`config.mk`:
```
export PLATFORM = sky130hd
export DESIGN_NAME = axis_i2s_transmitter_flat
export DESIGN_NICKNAME = d
export VERILOG_FILES = /design/src/rtl/axis_i2s_transmitter_if.sv /design/src/rtl/axis_i2s_transmitter.sv /design/src/flat_wrapper.sv
export SDC_FILE = /design/constraint.sdc
export NUM_CORES = 1
export LEC_CHECK = 0
export BUFFER_PORTS_ARGS = -buffer_cell sky130_fd_sc_hd__buf_2
export CORE_ASPECT_RATIO = 1.4
export CORE_UTILIZATION = 42
export CTS_CLUSTER_SIZE = 10
export DETAILED_ROUTE_END_ITERATION = 7
export SLEW_MARGIN = 5
export SYNTH_ARGS = -nofsm -noshare
export SYNTH_HDL_FRONTEND = slang
export SYNTH_SLANG_ARGS = --single-unit
```
`constraint.sdc`:
```
create_clock -name clk -period 2.8 [get_ports clk]
set_clock_uncertainty 0.1 [all_clocks]
set_input_delay 0.14 -clock clk [delete_from_list [all_inputs] [get_ports clk]]
set_output_delay 0.14 -clock clk [all_outputs]
set_load 0.1 [all_outputs]
```
`src/rtl/axis_i2s_transmitter_if.sv`:
```
// AXI-Stream sample channel feeding the I2S transmitter.
// The source drives data/valid/last; the transmitter returns ready.
interface axis_i2s_transmitter_if;
  logic [31:0] s_axis_data;
  logic        s_axis_valid;
  logic        s_axis_ready;
  logic        s_axis_last;

  modport master (
    output s_axis_data,
    output s_axis_valid,
    output s_axis_last,
    input  s_axis_ready
  );

  modport slave (
    input  s_axis_data,
    input  s_axis_valid,
    input  s_axis_last,
    output s_axis_ready
  );
endinterface

```
`src/rtl/axis_i2s_transmitter.sv`:
```
// Stereo AXI-Stream to I2S serializer: a left/right packet is buffered, then
// moved into shadow registers at each 64-bit frame start and shifted out MSB first.
module axis_i2s_transmitter #(
  parameter int SCLK_HALF = 4
) (
  input  logic                         clk,
  input  logic                         reset,
  axis_i2s_transmitter_if.slave        s_axis,
  output logic                         i2s_sclk,
  output logic                         i2s_lrck,
  output logic                         i2s_sdout,
  output logic                         underrun,
  output logic                         framing_err
);

  localparam int              CW      = $clog2(SCLK_HALF);
  localparam logic [CW-1:0]   CNT_MAX = CW'(SCLK_HALF - 1);

  typedef enum logic {
    WAIT_L = 1'b0,
    WAIT_R = 1'b1
  } in_state_t;

  in_state_t   state_q, state_d;

  logic [CW-1:0] clk_cnt_q, clk_cnt_d;
  logic          sclk_q, sclk_d;
  logic [5:0]    bit_cnt_q, bit_cnt_d;
  logic          lrck_q, lrck_d;
  logic          sdout_q, sdout_d;

  logic [23:0]   left_q, left_d;
  logic [23:0]   right_q, right_d;
  logic          buf_full_q, buf_full_d;
  logic [23:0]   shadow_l_q, shadow_l_d;
  logic [23:0]   shadow_r_q, shadow_r_d;

  logic          ready_q, ready_d;
  logic          underrun_q, underrun_d;
  logic          framing_err_q, framing_err_d;

  logic          xfer;
  logic          store_left;
  logic          store_right;
  logic          malformed;
  logic          half_tick;
  logic          fall_tick;
  logic          frame_start;
  logic [4:0]    slot_pos;
  logic [4:0]    sample_idx;
  logic [23:0]   slot_sample;
  logic          unused_hi;

  assign unused_hi   = ^s_axis.s_axis_data[31:24];

  assign xfer        = s_axis.s_axis_valid && ready_q;
  assign half_tick   = (clk_cnt_q == CNT_MAX);
  assign fall_tick   = half_tick && sclk_q;
  assign frame_start = fall_tick && (bit_cnt_q == 6'd63);

  // ---------------------------------------------------------------------------
  // Input packet FSM: state register / next state / decoded actions
  // ---------------------------------------------------------------------------
  always_ff @(posedge clk) begin
    // NOTE: every clocked assignment is non-blocking so all flops update
    // from the same pre-edge values regardless of statement order.
    if (reset) state_q <= WAIT_L;
    else       state_q <= state_d;
  end

  always_comb begin
    // NOTE: each combinational output gets a default first, so no path
    // through the block leaves it unassigned and no latch is inferred.
    state_d = state_q;
    unique case (state_q)
      WAIT_L: if (xfer && !s_axis.s_axis_last) state_d = WAIT_R;
      WAIT_R: if (xfer &&  s_axis.s_axis_last) state_d = WAIT_L;
      default: state_d = WAIT_L;
    endcase
  end

  always_comb begin
    store_left  = 1'b0;
    store_right = 1'b0;
    malformed   = 1'b0;
    unique case (state_q)
      WAIT_L: begin
        if (xfer) begin
          store_left = !s_axis.s_axis_last;
          malformed  =  s_axis.s_axis_last;
        end
      end
      WAIT_R: begin
        // A second left word replaces the first one rather than being dropped.
        if (xfer) begin
          store_right =  s_axis.s_axis_last;
          store_left  = !s_axis.s_axis_last;
          malformed   = !s_axis.s_axis_last;
        end
      end
      default: ;
    endcase
  end

  // ---------------------------------------------------------------------------
  // Packet buffer and frame-start hand-off to the shadow registers
  // ---------------------------------------------------------------------------
  always_comb begin
    left_d        = left_q;
    right_d       = right_q;
    buf_full_d    = buf_full_q;
    shadow_l_d    = shadow_l_q;
    shadow_r_d    = shadow_r_q;
    underrun_d    = 1'b0;
    framing_err_d = malformed;

    if (frame_start) begin
      if (buf_full_q) begin
        shadow_l_d = left_q;
        shadow_r_d = right_q;
        buf_full_d = 1'b0;
      end else begin
        shadow_l_d = '0;
        shadow_r_d = '0;
        underrun_d = 1'b1;
      end
    end

    // Acceptance only happens while the buffer is empty, so it never
    // collides with a frame-start load of a full buffer.
    if (store_left) left_d = s_axis.s_axis_data[23:0];
    if (store_right) begin
      right_d    = s_axis.s_axis_data[23:0];
      buf_full_d = 1'b1;
    end

    ready_d = !buf_full_d;
  end

  // ---------------------------------------------------------------------------
  // Bit clock, bit counter and serializer
  // ---------------------------------------------------------------------------
  always_comb begin
    clk_cnt_d   = clk_cnt_q + CW'(1);
    sclk_d      = sclk_q;
    bit_cnt_d   = bit_cnt_q;
    lrck_d      = lrck_q;
    sdout_d     = sdout_q;
    slot_pos    = 5'd0;
    sample_idx  = 5'd0;
    slot_sample = '0;

    if (half_tick) begin
      clk_cnt_d = '0;
      sclk_d    = !sclk_q;
    end

    if (fall_tick) begin
      bit_cnt_d   = bit_cnt_q + 6'd1;
      slot_pos    = bit_cnt_d[4:0];
      lrck_d      = bit_cnt_d[5];
      // Position 0 is always 0, so the shadow load on the same edge is never
      // needed before position 1.
      slot_sample = bit_cnt_d[5] ? shadow_r_q : shadow_l_q;
      sdout_d     = 1'b0;
      if (slot_pos >= 5'd1 && slot_pos <= 5'd24) begin
        sample_idx = 5'd24 - slot_pos;
        sdout_d    = slot_sample[sample_idx];
      end
    end
  end

  always_ff @(posedge clk) begin
    // NOTE: the packet buffer and shadow registers are reset too, because a
    // reset must discard any buffered or partially received packet.
    if (reset) begin
      clk_cnt_q     <= '0;
      sclk_q        <= 1'b0;
      bit_cnt_q     <= '0;
      lrck_q        <= 1'b0;
      sdout_q       <= 1'b0;
      left_q        <= '0;
      right_q       <= '0;
      buf_full_q    <= 1'b0;
      shadow_l_q    <= '0;
      shadow_r_q    <= '0;
      ready_q       <= 1'b1;
      underrun_q    <= 1'b0;
      framing_err_q <= 1'b0;
    end else begin
      clk_cnt_q     <= clk_cnt_d;
      sclk_q        <= sclk_d;
      bit_cnt_q     <= bit_cnt_d;
      lrck_q        <= lrck_d;
      sdout_q       <= sdout_d;
      left_q        <= left_d;
      right_q       <= right_d;
      buf_full_q    <= buf_full_d;
      shadow_l_q    <= shadow_l_d;
      shadow_r_q    <= shadow_r_d;
      ready_q       <= ready_d;
      underrun_q    <= underrun_d;
      framing_err_q <= framing_err_d;
    end
  end

  assign s_axis.s_axis_ready = ready_q;
  assign i2s_sclk            = sclk_q;
  assign i2s_lrck            = lrck_q;
  assign i2s_sdout           = sdout_q;
  assign underrun            = underrun_q;
  assign framing_err         = framing_err_q;

endmodule
```
`src/flat_wrapper.sv`:
```
// flat-port wrapper written by rule: the top's interface ports become plain ports
module axis_i2s_transmitter_flat 
#(
  parameter int SCLK_HALF = 4
)
  (clk, reset, i2s_sclk, i2s_lrck, i2s_sdout, underrun, framing_err, s_axis_s_axis_data, s_axis_s_axis_valid, s_axis_s_axis_last, s_axis_s_axis_ready);
  axis_i2s_transmitter_if s_axis_i ();
  input  logic clk;
  input  logic reset;
  output logic i2s_sclk;
  output logic i2s_lrck;
  output logic i2s_sdout;
  output logic underrun;
  output logic framing_err;
  input wire logic [$bits(s_axis_i.s_axis_data)-1:0] s_axis_s_axis_data;
  input wire logic [$bits(s_axis_i.s_axis_valid)-1:0] s_axis_s_axis_valid;
  input wire logic [$bits(s_axis_i.s_axis_last)-1:0] s_axis_s_axis_last;
  output wire logic [$bits(s_axis_i.s_axis_ready)-1:0] s_axis_s_axis_ready;
  assign s_axis_i.s_axis_data = s_axis_s_axis_data;
  assign s_axis_i.s_axis_valid = s_axis_s_axis_valid;
  assign s_axis_i.s_axis_last = s_axis_s_axis_last;
  assign s_axis_s_axis_ready = s_axis_i.s_axis_ready;
  axis_i2s_transmitter #(.SCLK_HALF(SCLK_HALF)) u_core (.clk(clk), .reset(reset), .s_axis(s_axis_i), .i2s_sclk(i2s_sclk), .i2s_lrck(i2s_lrck), .i2s_sdout(i2s_sdout), .underrun(underrun), .framing_err(framing_err));
endmodule
```
==> results of run 1 <==
path summary, 6_finish.rpt:
path                                                       start                              to  slack (ns)
worst max register to register  u_core.bit_cnt_q[3]$_SDFFE_PP0P_   u_core.i2s_sdout$_SDFFE_PP0P_        0.25
worst min register to register    u_core.clk_cnt_q[0]$_SDFF_PP0_  u_core.clk_cnt_q[0]$_SDFF_PP0_        0.33
worst max-delay path            u_core.bit_cnt_q[3]$_SDFFE_PP0P_   u_core.i2s_sdout$_SDFFE_PP0P_        0.25
worst min-delay path                          s_axis_s_axis_last   u_core.framing_err$_SDFF_PP0_        0.03
per-layer routing:
layer,global-route usage,up-vias
met5,0,-
met4,0.09743,0
met3,0.03132,17
met2,0.3538,66
met1,0.2711,2015
li1,-,2173
power groups by stage:
stage               clock network [mW]  logic (mW)  registers [mW]
global route                      1.36       0.190            1.63
CTS                               1.30       0.171            1.62
finish                            1.27       0.171            1.62
detailed placement                   0       0.145            1.66
global placement                     0       0.141            1.66
floorplan                            0      0.0809            1.67
per-stage QoR:
stage	hold WS (ns)	setup WS, ns	area, sq um	utilization	std cells
global placement	0.2921	0.3068	5077	0.4625	753
finish	0.03067	0.2504	5612	0.5111	792
CTS	0.01995	0.2255	5612	0.5111	792
floorplan	0.1760	0.07090	4807	-	615
detailed placement	0.2966	0.2406	5077	0.4625	753
global route	0.04789	0.09960	5612	0.5111	792
flip-flops by register name (all words and copies together) (netlist names), named ones only:
signal                      flops
u_core.right_q                 24
u_core.framing_err              1
u_core.shadow_l_q              24
u_core.buf_full_q               1
u_core.bit_cnt_q                5
u_core.left_q                  24
u_core.s_axis.s_axis_ready      1
u_core.i2s_lrck                 1
u_core.underrun                 1
u_core.i2s_sclk                 1
u_core.i2s_sdout                1
u_core.shadow_r_q              24
u_core.clk_cnt_q                2
critical path: stages (launching register included):
cell	delay, ns
dfxtp_1	0.57
and4_1	0.41
nand2_1	0.29
or3_1	0.38
a211oi_1	0.23
nor4_1	0.10
o21ai_0	0.24
a221oi_2	0.11
kinds of logic after synthesis:
group,share of synthesized area
mux,0.03254
fa+ha+maj,0.007809
simple gates,0.2551
compound gates,0.1770
xor+xnor,0.01822
buf+inv,0.04711
flops,0.4623
area by class of cell:
cell class	instances	share of cell area
Multi-Input combinational cell	447	0.4212
Sequential cell	111	0.3960
Timing Repair Buffer	72	0.09498
Clock buffer	9	0.04013
Tap cell	141	0.03144
Clock inverter	6	0.01226
Inverter	6	0.004013
layout by cell type, fill, tap and decap left out, types with 3 or more instances in the layout:
| cell type | count |
|---|---|
| nor2_1 | 16 |
| mux2i_1 | 10 |
| dlygate4sd3_1 | 24 |
| nand3_1 | 60 |
| a211oi_1 | 4 |
| xnor2_1 | 8 |
| inv_1 | 5 |
| clkbuf_16 | 9 |
| nor3_1 | 6 |
| and3_1 | 3 |
| a21oi_1 | 105 |
| buf_4 | 15 |
| nand2_1 | 159 |
| a31oi_1 | 7 |
| nor2b_1 | 3 |
| nor4_1 | 5 |
| ha_1 | 3 |
| dfxtp_1 | 111 |
| or3_1 | 8 |
| buf_2 | 32 |
| o21ai_0 | 12 |
timing repair:
item	CTS	global route
hold endpoints to repair	48	0
resized for setup	0	0
hold buffers	24	0
setup endpoints to repair	0	0
==> impl_metrics.json, run 1 <==
{
  "dr.pass1.iters": 4,
  "setup.worst_path.end_class": "flop",
  "fp.dieH_um": 128.6,
  "synth.area.top_cells": "dfxtp_1 46%, nand2_1 12%, a21oi_1 11%",
  "tns_ns": 0,
  "viasPerCell": 5.393,
  "nNetsFinal": 686,
  "wl_mm": 11.64,
  "met3_length_um": 308,
  "area_growth_pct": 16.74,
  "grt_pass1_wl_mm": 20.27,
  "drt_iter0_markers": 237,
  "synthArstFlopShare": 0,
  "drc": 0,
  "hold_path.class": "in2reg",
  "synth_edf_count": 0,
  "grt_pass1_vias": 4278,
  "rsz0062_at_grt": "no",
  "required_ns": 2.92,
  "dp_hpwl_mm": 7.504,
  "num_vias": 4271,
  "cp_max_fo": 11,
  "critPathArrivalTime_ns": 2.67,
  "track_usage": 0.2125,
  "rows": 45,
  "ioPinCount": 42,
  "fin_crit_sh": 0.9106,
  "cts_tree": "built",
  "layout-drive-gt1-share": 0.1183,
  "dr_wl_met2_mm": 5.781,
  "seq_area_frac_synth": 0.4623,
  "ff2ff_path_depth": 7,
  "netlist_area_sq_um": 4807,
  "place.gp.congestion": 0.8527,
  "period_needed_ns": 2.550,
  "numCtsBuffers": 9,
  "clock_sink_count": 111,
  "avgSynthCellArea_sq_um": 7.816,
  "synth_largest_area_cell": "dfxtp_1",
  "grt.overflow.total": 0,
  "hold_viol_final": 0,
  "path_clk_slew_ns": 0.07,
  "p_sw_mw": 0.6936,
  "core_area_sq_um": 10980,
  "syn_inst": 615,
  "leakage_nw": 1.943,
  "multiInputGateArea_sq_um": 2364,
  "synth_seq_cells": 111,
  "area.sequential_sq_um": 2222,
  "tightest_slew_ns": 0.6171,
  "setup.worst_path.class": "reg2reg",
  "die_width_um": 92.42,
  "synthTopCellsByCount": "159 x nand2_1, 111 x dfxtp_1, 105 x a21oi_1",
  "cts_root_buf": "clkbuf_16",
  "ys_warn_count": 0,
  "yosysMostFrequentCell": "nand2_1",
  "antenna_found_initial": 0,
  "ys_types": 51,
  "cp-start-kind": "flop",
  "drtAntennaViolNets": 0,
  "hold_depth": 3,
  "setup_viol": 0,
  "p_comb_frac": 0.056,
  "switching_share": 0.2266,
  "share_seq_of_total_power": 0.530,
  "grt_start_max_net_pins": 62,
  "relSlewSlack": 0.5886,
  "die-area_sq_um": 11880,
  "maxCapViolations": 0,
  "port_buffers": 33,
  "powerDensity_nw_per_um2": 545.5,
  "start_util": 0.4378,
  "clk_latency_ns": 0.35,
  "slew_violations": 0,
  "num_antenna_cells": 0,
  "status": "complete, no violations",
  "p_total_mw": 3.061,
  "clockBufferDepth": 2,
  "synth_top_area_share": 0.4623,
  "syn_nets": 654,
  "cts_setup_buffers": 0,
  "routedWlPerCell_um": 14.70,
  "highest_layer": "met4",
  "htreeDepth": 3,
  "p_int_mw": 2.368,
  "n_fill_cell": 1090,
  "p_clk_frac": 0.414,
  "fmax_mhz": 392.2,
  "ys.flop_type": "dfxtp_1",
  "ir_drop_mv": 0.3904,
  "drt-met1-wl_mm": 5.331
}
(Power assumes the default switching activity.)
==> inputs of run 2 (changes only) <==
- PLACE_DENSITY_LB_ADDON: default -> 0.3
- REMOVE_ABC_BUFFERS: default -> 1
==> impl_metrics.json, run 2 (synthesized netlist as in run 1, its figures left out) <==
{
  "required_ns": 2.92,
  "dr_wl_met2_mm": 5.890,
  "hold_path.class": "in2reg",
  "slew_violations": 0,
  "start_util": 0.4378,
  "powerDensity_nw_per_um2": 563.4,
  "path_clk_slew_ns": 0.07,
  "fin_crit_sh": 0.9071,
  "antenna_found_initial": 0,
  "final_cell_mix": "159 x nand2_1, 111 x dfxtp_1, 105 x a21oi_1, 60 x nand3_1, 32 x buf_2",
  "clk_latency_ns": 0.35,
  "layout-drive-gt1-share": 0.1240,
  "num_antenna_cells": 0,
  "drt_iter0_markers": 233,
  "hold_viol_final": 0,
  "min_from": "s_axis_s_axis_last",
  "cts_tree": "built",
  "dr.pass1.iters": 4,
  "tightest_slew_ns": 0.5862,
  "clockBufferDepth": 2,
  "ir_drop_mv": 0.2615,
  "wl_mm": 11.46,
  "maxCapViolations": 0,
  "leakage_nw": 1.965,
  "dp_hpwl_mm": 7.348,
  "cts_root_buf": "clkbuf_16",
  "fmax_mhz": 393.7,
  "met3_length_um": 450,
  "viasPerCell": 5.393,
  "n_fill_cell": 1076,
  "setup_viol": 0,
  "tns_ns": 0,
  "ff2ff_path_depth": 7,
  "cp_max_fo": 10,
  "grt_start_max_net_pins": 51,
  "nNetsFinal": 687,
  "setup.worst_path.end_class": "flop",
  "fp.dieH_um": 128.6,
  "core_area_sq_um": 10980,
  "grt_pass1_vias": 4308,
  "htreeDepth": 3,
  "track_usage": 0.2059,
  "r2r-end": "u_core.i2s_sdout$_SDFFE_PP0P_",
  "cp-start-kind": "flop",
  "drt-met1-wl_mm": 4.866,
  "r2r_setup_slack_ns": 0.26,
  "rsz0062_at_grt": "no",
  "routedWlPerCell_um": 14.43,
  "whs_endpoint": "u_core.framing_err$_SDFF_PP0_",
  "clock_sink_count": 111,
  "cts_resized": 0,
  "grt.overflow.total": 0,
  "area_growth_pct": 17.73,
  "num_vias": 4282,
  "numCtsBuffers": 9,
  "drc": 0,
  "p_total_mw": 3.188,
  "status": "complete, no violations",
  "die_width_um": 92.42,
  "ioPinCount": 42,
  "relSlewSlack": 0.6092,
  "setup.worst_path.class": "reg2reg",
  "drtAntennaViolNets": 0,
  "rows": 45,
  "final_common_cell": "nand2_1",
  "grt_pass1_wl_mm": 19.79,
  "port_buffers": 33,
  "critPathArrivalTime_ns": 2.66,
  "period_needed_ns": 2.540,
  "hold_depth": 3,
  "die-area_sq_um": 11880,
  "highest_layer": "met4",
  "place.gp.congestion": 0.9079,
  "r2r_start": "u_core.bit_cnt_q[3]$_SDFFE_PP0P_"
}
-- run 2: cell type report --
| type | count | area (sq um) | share of cell area |
|---|---|---|---|
| clock buffers | 10 | 239.0 | 0.04223 |
| clock inverters | 6 | 90.09 | 0.01592 |
| inverters | 6 | 22.52 | 0.003980 |
| multi-input cells | 447 | 2369 | 0.4185 |
| flip-flops and latches | 111 | 2222 | 0.3927 |
| well taps | 141 | 176.4 | 0.03117 |
| repair buffers | 73 | 540.5 | 0.09551 |
-- run 2: worst max-delay path by stage --
stage / startpoint / end / cells after the start
4_1_cts: u_core.bit_cnt_q[4]$_SDFFE_PP0P_ / u_core.i2s_sdout$_SDFFE_PP0P_ / 7
3_3_place_gp: u_core.bit_cnt_q[3]$_SDFFE_PP0P_ / u_core.i2s_sdout$_SDFFE_PP0P_ / 7
2_1_floorplan: u_core.i2s_lrck$_SDFFE_PP0P_ / u_core.buf_full_q$_SDFF_PP0_ / 3
6_report: u_core.bit_cnt_q[3]$_SDFFE_PP0P_ / u_core.i2s_sdout$_SDFFE_PP0P_ / 7
5_1_grt: u_core.bit_cnt_q[4]$_SDFFE_PP0P_ / u_core.i2s_sdout$_SDFFE_PP0P_ / 7
3_5_place_dp: u_core.bit_cnt_q[3]$_SDFFE_PP0P_ / u_core.i2s_sdout$_SDFFE_PP0P_ / 7
-- run 2: repair_timing --
action                                 CTS  global route
setup buffers                            0             0
hold buffers                            24             0
endpoints found under the hold margin   48             0
-- run 2: metal layers --
layer / GRT usage / up-vias
li1: - / 2174
met1: 0.2417 / 2020
met2: 0.3734 / 71
met3: 0.02660 / 17
met4: 0.08732 / 0
met5: 0 / -
-- run 2: per-stage QoR --
step | setup slack [ns] | area [sq um] | hold slack (ns) | instances | util
2_1_floorplan | -0.5794 | 4603 | 0.1091 | 564 | -
3_3_place_gp | 0.3256 | 5090 | 0.2908 | 754 | 0.4636
3_5_place_dp | 0.2717 | 5090 | 0.2976 | 754 | 0.4636
4_1_cts | 0.2601 | 5659 | 0.03383 | 794 | 0.5154
5_1_grt | 0.09092 | 5659 | 0.06998 | 794 | 0.5154
6_report | 0.2601 | 5659 | 0.03517 | 794 | 0.5154
-- run 2: critical path, stage by stage (launching register included) --
cell and delay (ns):
dfxtp_1 0.58, nand4_4 0.25, o21ai_2 0.27, and2_1 0.35, mux2_1 0.35, o221ai_1 0.24, a41o_1 0.24, a221oi_2 0.04
-- run 2: power breakdown --
group | switching (mW) | internal [mW] | leakage (nW)
clock network | 0.579 | 0.813 | 0.159
registers | 0.0158 | 1.61 | 0.898
logic | 0.107 | 0.0665 | 0.907
total | 0.702 | 2.49 | 1.96
